### config.mk
export PLATFORM = sky130hd
export DESIGN_NAME = bin2bcd_display_source
export DESIGN_NICKNAME = d
export VERILOG_FILES = /design/src/rtl/bin2bcd_display_source_pkg.sv /design/src/rtl/bin2bcd_display_source_bcd_add3.sv /design/src/rtl/bin2bcd_display_source.sv
export SDC_FILE = /design/constraint.sdc
export NUM_CORES = 1
export LEC_CHECK = 0
export ABC_AREA = 0
export BUFFER_PORTS_ARGS = -buffer_cell sky130_fd_sc_hd__buf_2
export CAP_MARGIN = 10
export CORE_MARGIN = 2
export CORE_UTILIZATION = 45
export DETAILED_ROUTE_END_ITERATION = 8
export MAX_ROUTING_LAYER = met4
export PLACE_DENSITY = 0.68
export SLEW_MARGIN = 5
export SYNTH_ARGS = -nofsm -noshare
export SYNTH_HDL_FRONTEND = slang
export SYNTH_SLANG_ARGS = --single-unit
### constraint.sdc
create_clock -name clk -period 7.1 [get_ports clk]
set_clock_uncertainty 0.2 [all_clocks]
set_input_delay 2.13 -clock clk [delete_from_list [all_inputs] [get_ports clk]]
set_output_delay 2.13 -clock clk [all_outputs]
set_load 0.05 [all_outputs]
### src/rtl/bin2bcd_display_source_pkg.sv
// Shared encodings and sizing for the binary-to-BCD display source.
// The BCD accumulator is always five digits wide, independent of the binary width.
package bin2bcd_display_source_pkg;

   typedef enum logic [1:0] {
      IDLE  = 2'd0,
      SHIFT = 2'd1,
      DONE  = 2'd2
   } state_t;

   localparam int BCD_DIGITS = 5;
   localparam int BCD_W      = 4 * BCD_DIGITS;

endpackage

### src/rtl/bin2bcd_display_source_bcd_add3.sv
// Double-dabble digit correction: a BCD nibble of 5 or more gets +3 before the shift.
// Four-bit wraparound is intentional; no carry leaves the nibble.
module bin2bcd_display_source_bcd_add3 (
   input  logic [3:0] nibble,
   output logic [3:0] adjusted
);

   always_comb begin
      // NOTE: the output takes a default before the conditional so no latch is inferred.
      adjusted = nibble;
      if (nibble >= 4'd5) begin
         adjusted = nibble + 4'd3;
      end
   end

endmodule

### src/rtl/bin2bcd_display_source.sv
// Sequential double-dabble converter feeding four BCD digits to the display controller.
// Digit holding registers update only on the completion edge, so the display never sees partial results.
module bin2bcd_display_source
   import bin2bcd_display_source_pkg::*;
#(
   parameter int WIDTH = 16
) (
   input  logic             clk,
   input  logic             reset,
   input  logic             start,
   input  logic [WIDTH-1:0] value,
   output logic             busy,
   output logic             done,
   output logic [3:0]       d1,
   output logic [3:0]       d2,
   output logic [3:0]       d3,
   output logic [3:0]       d4,
   output logic             overflow
);

   localparam int CW = (WIDTH > 1) ? $clog2(WIDTH) : 1;

   state_t                   state;
   logic [WIDTH-1:0]         shift_reg;
   logic [BCD_W-1:0]         bcd;
   logic [CW-1:0]            cnt;

   logic [BCD_W-1:0]         bcd_adj;
   logic [BCD_W+WIDTH-1:0]   shifted;
   logic [BCD_W-1:0]         next_bcd;
   logic [WIDTH-1:0]         next_shift;

   for (genvar g = 0; g < BCD_DIGITS; g++) begin : g_add3
      bin2bcd_display_source_bcd_add3 u_add3 (
         .nibble   (bcd[4*g +: 4]),
         .adjusted (bcd_adj[4*g +: 4])
      );
   end

   // The shift MSB crosses into the BCD LSB by shifting the concatenation as one word.
   assign shifted    = {bcd_adj, shift_reg} << 1;
   assign next_bcd   = shifted[BCD_W+WIDTH-1:WIDTH];
   assign next_shift = shifted[WIDTH-1:0];

   assign busy = (state == SHIFT);
   assign done = (state == DONE);

   // NOTE: sequential state uses non-blocking assignments so every register samples pre-edge values.
   always_ff @(posedge clk or posedge reset) begin
      if (reset) begin
         state     <= IDLE;
         shift_reg <= '0;
         bcd       <= '0;
         cnt       <= '0;
         d1        <= '0;
         d2        <= '0;
         d3        <= '0;
         d4        <= '0;
         overflow  <= 1'b0;
      end else begin
         case (state)
            IDLE: begin
               if (start) begin
                  shift_reg <= value;
                  bcd       <= '0;
                  cnt       <= CW'(WIDTH - 1);
                  state     <= SHIFT;
               end
            end
            SHIFT: begin
               bcd       <= next_bcd;
               shift_reg <= next_shift;
               cnt       <= cnt - 1'b1;
               if (cnt == '0) begin
                  d1       <= next_bcd[15:12];
                  d2       <= next_bcd[11:8];
                  d3       <= next_bcd[7:4];
                  d4       <= next_bcd[3:0];
                  overflow <= |next_bcd[19:16];
                  state    <= DONE;
               end
            end
            DONE:    state <= IDLE;
            default: state <= IDLE;
         endcase
      end
   end

endmodule

==> metrics, run 1 <==
Synth Warn #=0; power per cell area=approximately 510 mW/mm^2; IO Pins=38; routed wire length=between 5 and 6 mm; Root Driver=clkbuf_8; CP cell instances=nand2b_1 > buf_4 > inv_8 > buf_2; top_reg_cell synth=dfrtp_1; Hold Vio Cnt, Final=0; final setup TNS=0 ns; Core Area=~0.0063 sq mm; Max Slew Vio Count=0; worst hold slack=0.272 ns; register bit total from synthesis=just under 60; Max FO, Critical Path=37; Die ar.=0.00715 sq mm; max_slew headroom=between 40% and 50%; mapped cell area=roughly 0.003 sq mm; Lkg Pwr=about 1.5 nW; Placed Cells=between 300 and 400; largest net degree at the start of global routing=60; ranking of synthesized cells by area=dfrtp_1, o21ai_0, nand2_1; CP max-delay cell=dfrtp_1; Syn Inst Count=between 200 and 300; Worst Path Arrival=1.67 ns; post-synthesis mux area share=~6%; DR WL/cell=between 10 and 15 microns; Hold Crit Depth=2; Post-synth ARST share=100%; layout cells sized above 1=between 20% and 30%; Data required, critical path=roughly 4.8 ns; Synth Area in Adders=~4.7%; DP Area=about 0.0031 sq mm; crit-path leading delay family=buffers and inverters; Max Fclk=about 0.25 GHz; Clock Pin Slew Worst Setup and Hold Paths=roughly 0.060 ns; chip width=between 80 and 90 microns; Post-Layout Cell Count=approximately 400; Post-CTS Hold Fix Bufs=0; antenna cells=0; gr ovfl total=0; Pwr Total=1.67 mW; max capacitance violation total=0; vias per inst=between 5 and 6; Final setup viols=0; setup repair bufs after CTS=0; post-CTS resize count=0; VDD IR max=about 0.00022 V; fin crit period=between 3 and 4 ns; vias in the first global route=roughly 2000; total track usage=roughly 17%; first-pass GRT wire length=roughly 9.5 mm; max reg flops=20; DRC=0; worst slew pin tran=around 0.8 ns; Fill cells=~600; EDFF count, synth=0; CP bufs+invs=3; post-synthesis compound-gate area fraction=between 15 and 20%; HPWL reported at the end of detailed placement=3.64 mm; critical path depth in cells=4; Yosys cell types=37; worst hold path class=register to register; Synth Area per Inst=roughly 10 sq um; setup slack after layout=3.10 ns; Final nets=359; initial DRC count=129; Layout Utilization=between 50% and 60%; Place WS=roughly 3.2 ns; CTS max path bufs=2; slowest stage delay, CP=approximately 0.46 ns; top cells by instance count after synthesis=dfrtp_1, o21ai_0, nand2_1; cell taking the most area after synthesis=dfrtp_1; dominant cell by count in the synthesized netlist=dfrtp_1; Vert. Die Dim=about 85 microns; gpl congestion=0.809; Starting Density=a little under half; Area growth syn-to-layout=12.7%; worst skew pair latency=between 0.3 and 0.4 ns; Clock H-tree levels=3; drt first pass iters=4; Seq/Total Area, Yosys=approximately 50%; clock sink total=about 60; XOR/XNOR share of the synthesized area=1.50%; ANT nets after route=0; Rows=29; largest family of logic cells by synthesized area=compound AO/OA/AOI/OAI gates; CTS tree=built; Synth Area in Simple Gates=between 10% and 20%; CTS Buf Count=9; crit start category=register; outcome=completed; vias=just over 2000; antenna violations before repair=0; Synth top area share=about half; WS Path Type=register to output pin; Final Instance Area=about 0.0033 sq mm; Syn Nets=320; IO buf count=37; fin crit share=56.3%; type of element capturing the critical path=output pin; RSZ-0062 raised after global routing=false; FF-to-FF path depth=4
cell type report:
cell class / count / area (sq um) / area share (%)
clock buffer: 12 / 155 / 4.71
tap: 77 / 96.3 / 2.93
multi-input combinational: 203 / 1280 / 38.9
timing repair buffer: 40 / 208 / 6.31
inverter: 16 / 75.1 / 2.28
sequential: 59 / 1480 / 44.8
cell usage in the layout, fill, tap and decap left out, types with 5 or more instances in the layout:
| master | instances |
|---|---|
| a21oi_1 | 18 |
| nand2b_1 | 7 |
| dfrtp_1 | 59 |
| mux2i_1 | 12 |
| nand2_1 | 43 |
| inv_1 | 13 |
| o21ai_1 | 10 |
| clkbuf_8 | 11 |
| nor3_1 | 5 |
| xnor2_1 | 5 |
| o21ai_0 | 44 |
| buf_2 | 37 |
| ha_1 | 11 |
| nor2b_1 | 6 |
| a31oi_1 | 6 |
metal layers:
metal  track usage, %  vias to the layer above  part of all wire (%)
li1                 -                     1070                     -
met1             22.6                      955                    48
met2             25.9                       28                    47
met3             2.95                       10                   2.8
met4             8.66                        0                   2.5
met5                -                        -                     0
worst paths after layout:
kind                                           start                         to  slack [ns]
max in group asynchronous                      reset  shift_reg[15]$_DFFE_PP0P_        4.41
worst max register to register  state[0]$_DFFE_PP0P_         cnt[3]$_DFFE_PP0P_        4.98
min in group asynchronous                      reset        bcd[17]$_DFFE_PP0P_        1.80
worst max-delay path            state[1]$_DFFE_PP0P_                       busy        3.10
worst min register to register     d1[0]$_DFFE_PP0P_          d1[0]$_DFFE_PP0P_        0.27
worst min-delay path               d1[0]$_DFFE_PP0P_          d1[0]$_DFFE_PP0P_        0.27
power breakdown:
group          switching (mW)  leakage (nW)  total [mW]  internal (mW)
sequential              0.122         0.738       0.612          0.489
clock                   0.113        0.0803       0.251          0.138
combinational           0.507         0.661       0.806          0.299
total                   0.743          1.48        1.67          0.926
logic make-up after synthesis:
| family | count (synthesis) |
|---|---|
| mux | 17 |
| buf+inv | 28 |
| compound gates | 89 |
| fa+ha+maj | 11 |
| simple gates | 81 |
| xor+xnor | 5 |
| flops | 59 |
tightest hold or removal path, stage by stage (launching register included):
cell,delay [ns]
dfrtp_1,0.33
nand2_1,0.04
o21ai_0,0.06
Power figures use the tool's default switching activity.
==> run 2, diff against run 1 <==
- ABC_AREA: 0 -> 1
- clock period: 7.1 -> 3.7 ns (I/O delays scaled with it)
==> run 2 against run 1 <==
Hold slack worse by 0.0030 ns; wire length is 10% higher; critical path depth is 1 lower; die area is 0.17% lower.
==> metrics, run 2 <==
DRC=0 (unchanged); top_reg_cell synth=dfrtp_1; Yosys cell types=27 (-27%); max_slew headroom=68.6% (+21 points); post-CTS resize count=0 (unchanged); type of element capturing the critical path=output pin; NetSw=1.60 mW (+120%); total track usage=18.0% (+0.78 points); chip width=84.5 microns (about the same); sw frac=46.8% (+2.3 points); Starting Density=46.2% (-0.079 points); Max Fclk=roughly 0.33 GHz; dominant cell by count in the synthesized netlist=nand2_1; antenna violations before repair=0 (unchanged); fin crit period=about 3.1 ns; register bit total from synthesis=59 (unchanged); Worst R2R End=bcd[11]$_DFFE_PP0P_; Max Slew Vio Count=0 (unchanged); Post-Layout Cell Count=455 (+12%); CTS max path bufs=2 (unchanged); max reg flops=20 (unchanged); Synth Area per Inst=8.68 sq um (-14%); final setup TNS=0 ns (unchanged); initial DRC count=171 (+33%); worst skew pair latency=0.34 ns (about the same); Syn Nets=366 (+14%); RR Startpoint=state[0]$_DFFE_PP0P_; CTS Buf Count=9 (unchanged); drt first pass iters=4 (unchanged); power per cell area=1030 mW/mm^2 (+100%); Lkg Pwr=1.69 nW (+14%); CTS tree=built; Clock Power Share=17.3% (+2.3 points); Synth Warn #=0 (unchanged); Post-synth ARST share=100% (unchanged); Worst Path Arrival=1.76 ns (+0.09 ns); Cell Int Power=1.82 mW (+97%); fin crit share=83.1%; first-pass GRT wire length=9.87 mm (+3.5%); routed wire length=5.90 mm (+10%); clock sink total=59 (unchanged); Final setup viols=0 (unchanged); CP Launch Point=state[0]$_DFFE_PP0P_; WS Path Type=register to output pin; ranking of synthesized cells by area=dfrtp_1, nand2_1, o21ai_0; vias per inst=5.05 (-0.40%); Syn Inst Count=336 (+16%); Rows=29 (unchanged); crit start category=register; antenna cells=0 (unchanged); Max FO, Critical Path=30 (-19%); outcome=completed; Seq/Total Area, Yosys=50.6% (+0.087 points); HPWL reported at the end of detailed placement=3.90 mm (+7.2%); worst hold slack=0.269 ns (-0.00296 ns); hold_sp=cnt[3]$_DFFE_PP0P_; Hold Vio Cnt, Final=0 (unchanged); Core Area=0.00631 sq mm (unchanged); worst hold path class=register to register; setup repair bufs after CTS=0 (unchanged); Post-CTS Hold Fix Bufs=0 (unchanged); Clock H-tree levels=3 (unchanged); worst slew pin tran=0.471 ns (-0.315 ns); vias=2297 (+11%); layout cells sized above 1=17.7% (-3.5 points); IO Pins=38 (unchanged); max capacitance violation total=0 (unchanged); crit path to=busy; Die ar.=0.00714 sq mm (-0.17%); mapped cell area=0.00292 sq mm (-0.17%); R2R Setup Slk=1.59 ns (-3.39 ns); commonest non-fill, non-tap cells in the layout=nand2_1, dfrtp_1, buf_2, o21ai_0, inv_1; RSZ-0062 raised after global routing=false; DR WL/cell=13.0 microns (-1.4%); Synth top area share=50.6% (+0.087 points); Final nets=404 (+13%); Gate power share=48.9% (+0.6 points); gr ovfl total=0 (unchanged); Data required, critical path=2.39 ns (-2.38 ns); top cells by instance count after synthesis=nand2_1, dfrtp_1, o21ai_0; Flop pwr share=33.9% (-2.8 points); largest net degree at the start of global routing=60 (unchanged); FF-to-FF path depth=5 (+1); vias in the first global route=2145 (+4.9%); ANT nets after route=0 (unchanged); Area growth syn-to-layout=13.9%; IO buf count=37 (unchanged); EDFF count, synth=0 (unchanged); commonest non-fill, non-tap cell in the layout=nand2_1; Root Driver=clkbuf_8; Clock Pin Slew Worst Setup and Hold Paths=0.06 ns (about the same); gpl congestion=0.812 (+0.38%); VDD IR max=0.000485 V (+120%); Vert. Die Dim=84.5 microns (about the same); Placed Cells=440 (+11%); cell taking the most area after synthesis=dfrtp_1
-- run 2: worst min-delay path by stage --
stage                                     to  slack, ns  cells after the start
after floorplan           cnt[3]$_DFFE_PP0P_       0.24                      1
after global placement     d4[1]$_DFFE_PP0P_       0.26                      2
final                     cnt[3]$_DFFE_PP0P_       0.27                      1
after detailed placement  cnt[3]$_DFFE_PP0P_       0.26                      1
after global routing      cnt[3]$_DFFE_PP0P_       0.29                      1
after CTS                 cnt[3]$_DFFE_PP0P_       0.27                      1
-- run 2: worst max-delay path, stage by stage, from the launching register on --
cell     delay [ns]
dfrtp_1        0.45
nand2_4        0.25
inv_4          0.37
buf_2          0.34
-- run 2: stage by stage --
| stage | utilization [%] | worst slack [ns] | power [mW] | cell area, sq um |
|---|---|---|---|---|
| after floorplan | - | 0.934 | 2.51 | 2920 |
| after global placement | 49.5 | 1.01 | 2.80 | 3130 |
| after detailed placement | 49.5 | 0.998 | 2.85 | 3130 |
| after CTS | 52.6 | 0.620 | 3.46 | 3320 |
| after global routing | 52.6 | 0.532 | 3.70 | 3320 |
| final | 52.6 | 0.626 | 3.42 | 3320 |
-- run 2: final cells by class --
type | count | area [sq um]
Multi-Input combinational cell | 230 | 1210
Tap cell | 77 | 96.3
Inverter | 36 | 140
Sequential cell | 59 | 1480
Clock inverter | 2 | 35.0
Fill cell | 605 | 2990
Clock buffer | 13 | 159
Timing Repair Buffer | 38 | 205
-- run 2: cell families after synthesis --
kind of cell / share of synthesized area [%]
buffers and inverters: 7.89
DFF: 50.6
xor gates and xnor gates: 1.80
and+or+nand+nor: 18.6
AOI/OAI and AO/OA: 16.4
adders and majority gates: 4.72
-- run 2: per-layer routing --
| layer | track usage [%] | vias to the layer above | wire length [microns] |
|---|---|---|---|
| met5 | - | - | 0 |
| met4 | 6.78 | 0 | 100 |
| met3 | 5.11 | 13 | 235 |
| met2 | 27.4 | 44 | 2770 |
| met1 | 23.0 | 1075 | 2790 |
| li1 | - | 1165 | - |
-- run 2: power groups by stage --
stage	logic [mW]	clock network, mW	registers [mW]
3_5_place_dp	1.68	0	1.17
2_1_floorplan	1.12	0	1.39
6_report	1.67	0.591	1.16
3_3_place_gp	1.64	0	1.15
4_1_cts	1.69	0.606	1.16
5_1_grt	1.87	0.630	1.20
==> run 3, diff against run 2 <==
- ABC_AREA: 1 -> 0
- PLACE_DENSITY: 0.68 -> 0.7
- clock period: 3.7 -> 2.56 ns (I/O delays scaled with it)
==> run 3 against run 2 <==
Wire length fell by 9.1%; critical path type unchanged; core utilization is 0.44 points higher; sequential share of layout area shrank 0.37 points; largest cell class unchanged; sequential power rose by 46%; highest routed layer unchanged.
==> metrics, run 3 (synthesis gave the netlist of run 1 again) <==
setup repair bufs after CTS=0 (unchanged); Post-Layout Cell Count=412 (-9.5%); outcome=completed; commonest non-fill, non-tap cell in the layout=dfrtp_1; Rows=29 (unchanged); max_slew headroom=61.1% (-7.5 points); Fill cells=586 (-3.1%); chip width=84.6 microns (about the same); type of element capturing the critical path=output pin; Worst R2R End=d4[0]$_DFFE_PP0P_; CP cell instances=nand2b_1 > inv_8 > buf_2; Area growth syn-to-layout=14.6%; DRC=0 (unchanged); Lkg Pwr=1.50 nW (-11%); CP Launch Point=state[1]$_DFFE_PP0P_; vias=2123 (-7.6%); crit path to=busy; Post-CTS Hold Fix Bufs=0 (unchanged); ANT nets after route=0 (unchanged); power per cell area=1410 mW/mm^2 (+36%); DR WL/cell=13.0 microns (+0.36%); Clock H-tree levels=3 (unchanged); Hold Vio Cnt, Final=0 (unchanged); worst slew pin tran=0.583 ns (+0.112 ns); Max Slew Vio Count=0 (unchanged); Clock Pin Slew Worst Setup and Hold Paths=0.07 ns (about the same); layout cells sized above 1=22.4% (+4.7 points); drt first pass iters=4 (unchanged); commonest non-fill, non-tap cells in the layout=dfrtp_1, o21ai_0, nand2_1, buf_2, a21oi_1; Final nets=360 (-11%); crit start category=register; routed wire length=5.36 mm (-9.1%); slowest stage delay, CP=0.47 ns (+0.02 ns); Worst Path Arrival=1.48 ns (-0.28 ns); CTS tree=built; CP max-delay cell=dfrtp_1; Pwr Total=4.71 mW (+38%); IO Pins=38 (unchanged); largest net degree at the start of global routing=50 (-17%); max reg flops=20 (unchanged); antenna violations before repair=0 (unchanged); CTS max path bufs=2 (unchanged); antenna cells=0 (unchanged); worst hold path class=register to register; initial DRC count=104 (-39%); Hold Crit Depth=2 (+1); R2R Setup Slk=0.64 ns (-0.95 ns); Placed Cells=396 (-10%); Max FO, Critical Path=9 (-70%); fin crit share=95.7%; RR Startpoint=cnt[1]$_DFFE_PP0P_; IO buf count=37 (unchanged); WS Path Type=register to output pin; Data required, critical path=1.59 ns (-0.80 ns); VDD IR max=0.000642 V (+32%); fin crit period=~2.5 ns; Root Driver=clkbuf_8; first-pass GRT wire length=9.38 mm (-5.0%); total track usage=17.1% (-0.88 points); Starting Density=46.3% (+0.079 points); HPWL reported at the end of detailed placement=3.66 mm (-6.1%); RSZ-0062 raised after global routing=false; CTS Buf Count=9 (unchanged); Vert. Die Dim=84.6 microns (about the same); worst skew pair latency=0.34 ns (about the same); FF-to-FF path depth=6 (+1); vias per inst=5.15 (+2.1%); gr ovfl total=0 (unchanged); Max Fclk=between 0.4 and 0.5 GHz; post-CTS resize count=0 (unchanged); gpl congestion=0.757 (-6.8%); Die ar.=0.00715 sq mm (+0.17%); final setup TNS=0 ns (unchanged); Final setup viols=0 (unchanged); max capacitance violation total=0 (unchanged); clock sink total=59 (unchanged); vias in the first global route=2072 (-3.4%); Core Area=0.00631 sq mm (unchanged)
[run 3: cell types whose count changed in the layout (fill, tap and decap cells not counted), moves of 5 or more]
cell / change
o21ai_0: +9
nand2_1: -49
a31oi_1: +6
xnor2_1: +5
mux2i_1: +12
nor3_1: +5
nor2b_1: +6
nand2b_1: +7
nor2_1: -24
o21ai_1: -6
inv_1: -18
xor2_1: -6
[run 3: stage by stage]
step                setup WS, ns  utilization (%)  hold WS [ns]  instance area [sq um]
finish                     0.109             53.1         0.273                   3350
global route              0.0429             53.1         0.315                   3350
global placement           0.497             50.2         0.261                   3170
CTS                        0.104             53.1         0.282                   3350
detailed placement         0.480             50.2         0.266                   3170
floorplan                  0.136                -         0.249                   2920
[run 3: cell type report]
class / count / area, sq um / area share (%)
clock inverters: 4 / 25.0 / 0.747
multi-input cells: 203 / 1280 / 38.3
repair buffers: 41 / 240 / 7.17
inverters: 16 / 75.1 / 2.24
flip-flops and latches: 59 / 1480 / 44.1
clock buffers: 12 / 155 / 4.63
well taps: 77 / 96.3 / 2.88
[run 3: where the power goes]
| group | total [mW] | leakage (nW) | switching [mW] | internal, mW |
|---|---|---|---|---|
| clock network | 0.770 | 0.0884 | 0.369 | 0.400 |
| logic | 2.25 | 0.674 | 1.41 | 0.843 |
| registers | 1.69 | 0.738 | 0.332 | 1.36 |
| total | 4.71 | 1.50 | 2.11 | 2.60 |
[run 3: worst max-delay path, delay by kind of cell, from the launching register on]
kind          cells  cell delay, ns
flops             1            0.47
buf+inv           2            0.41
simple gates      1            0.28
[run 3: worst min-delay path by stage]
stage	startpoint	end
2_1_floorplan	shift_reg[10]$_DFFE_PP0P_	shift_reg[10]$_DFFE_PP0P_
3_3_place_gp	d1[0]$_DFFE_PP0P_	d1[0]$_DFFE_PP0P_
3_5_place_dp	d1[1]$_DFFE_PP0P_	d1[1]$_DFFE_PP0P_
4_1_cts	d1[1]$_DFFE_PP0P_	d1[1]$_DFFE_PP0P_
5_1_grt	reset	cnt[1]$_DFFE_PP0P_
6_report	d2[1]$_DFFE_PP0P_	d2[1]$_DFFE_PP0P_
[run 3: layer usage]
layer,GRT usage (%),vias up,routed length (microns)
met5,-,-,0
met4,8.80,0,122
met3,3.83,13,132
met2,26.6,23,2580
met1,21.1,1001,2530
li1,-,1086,-
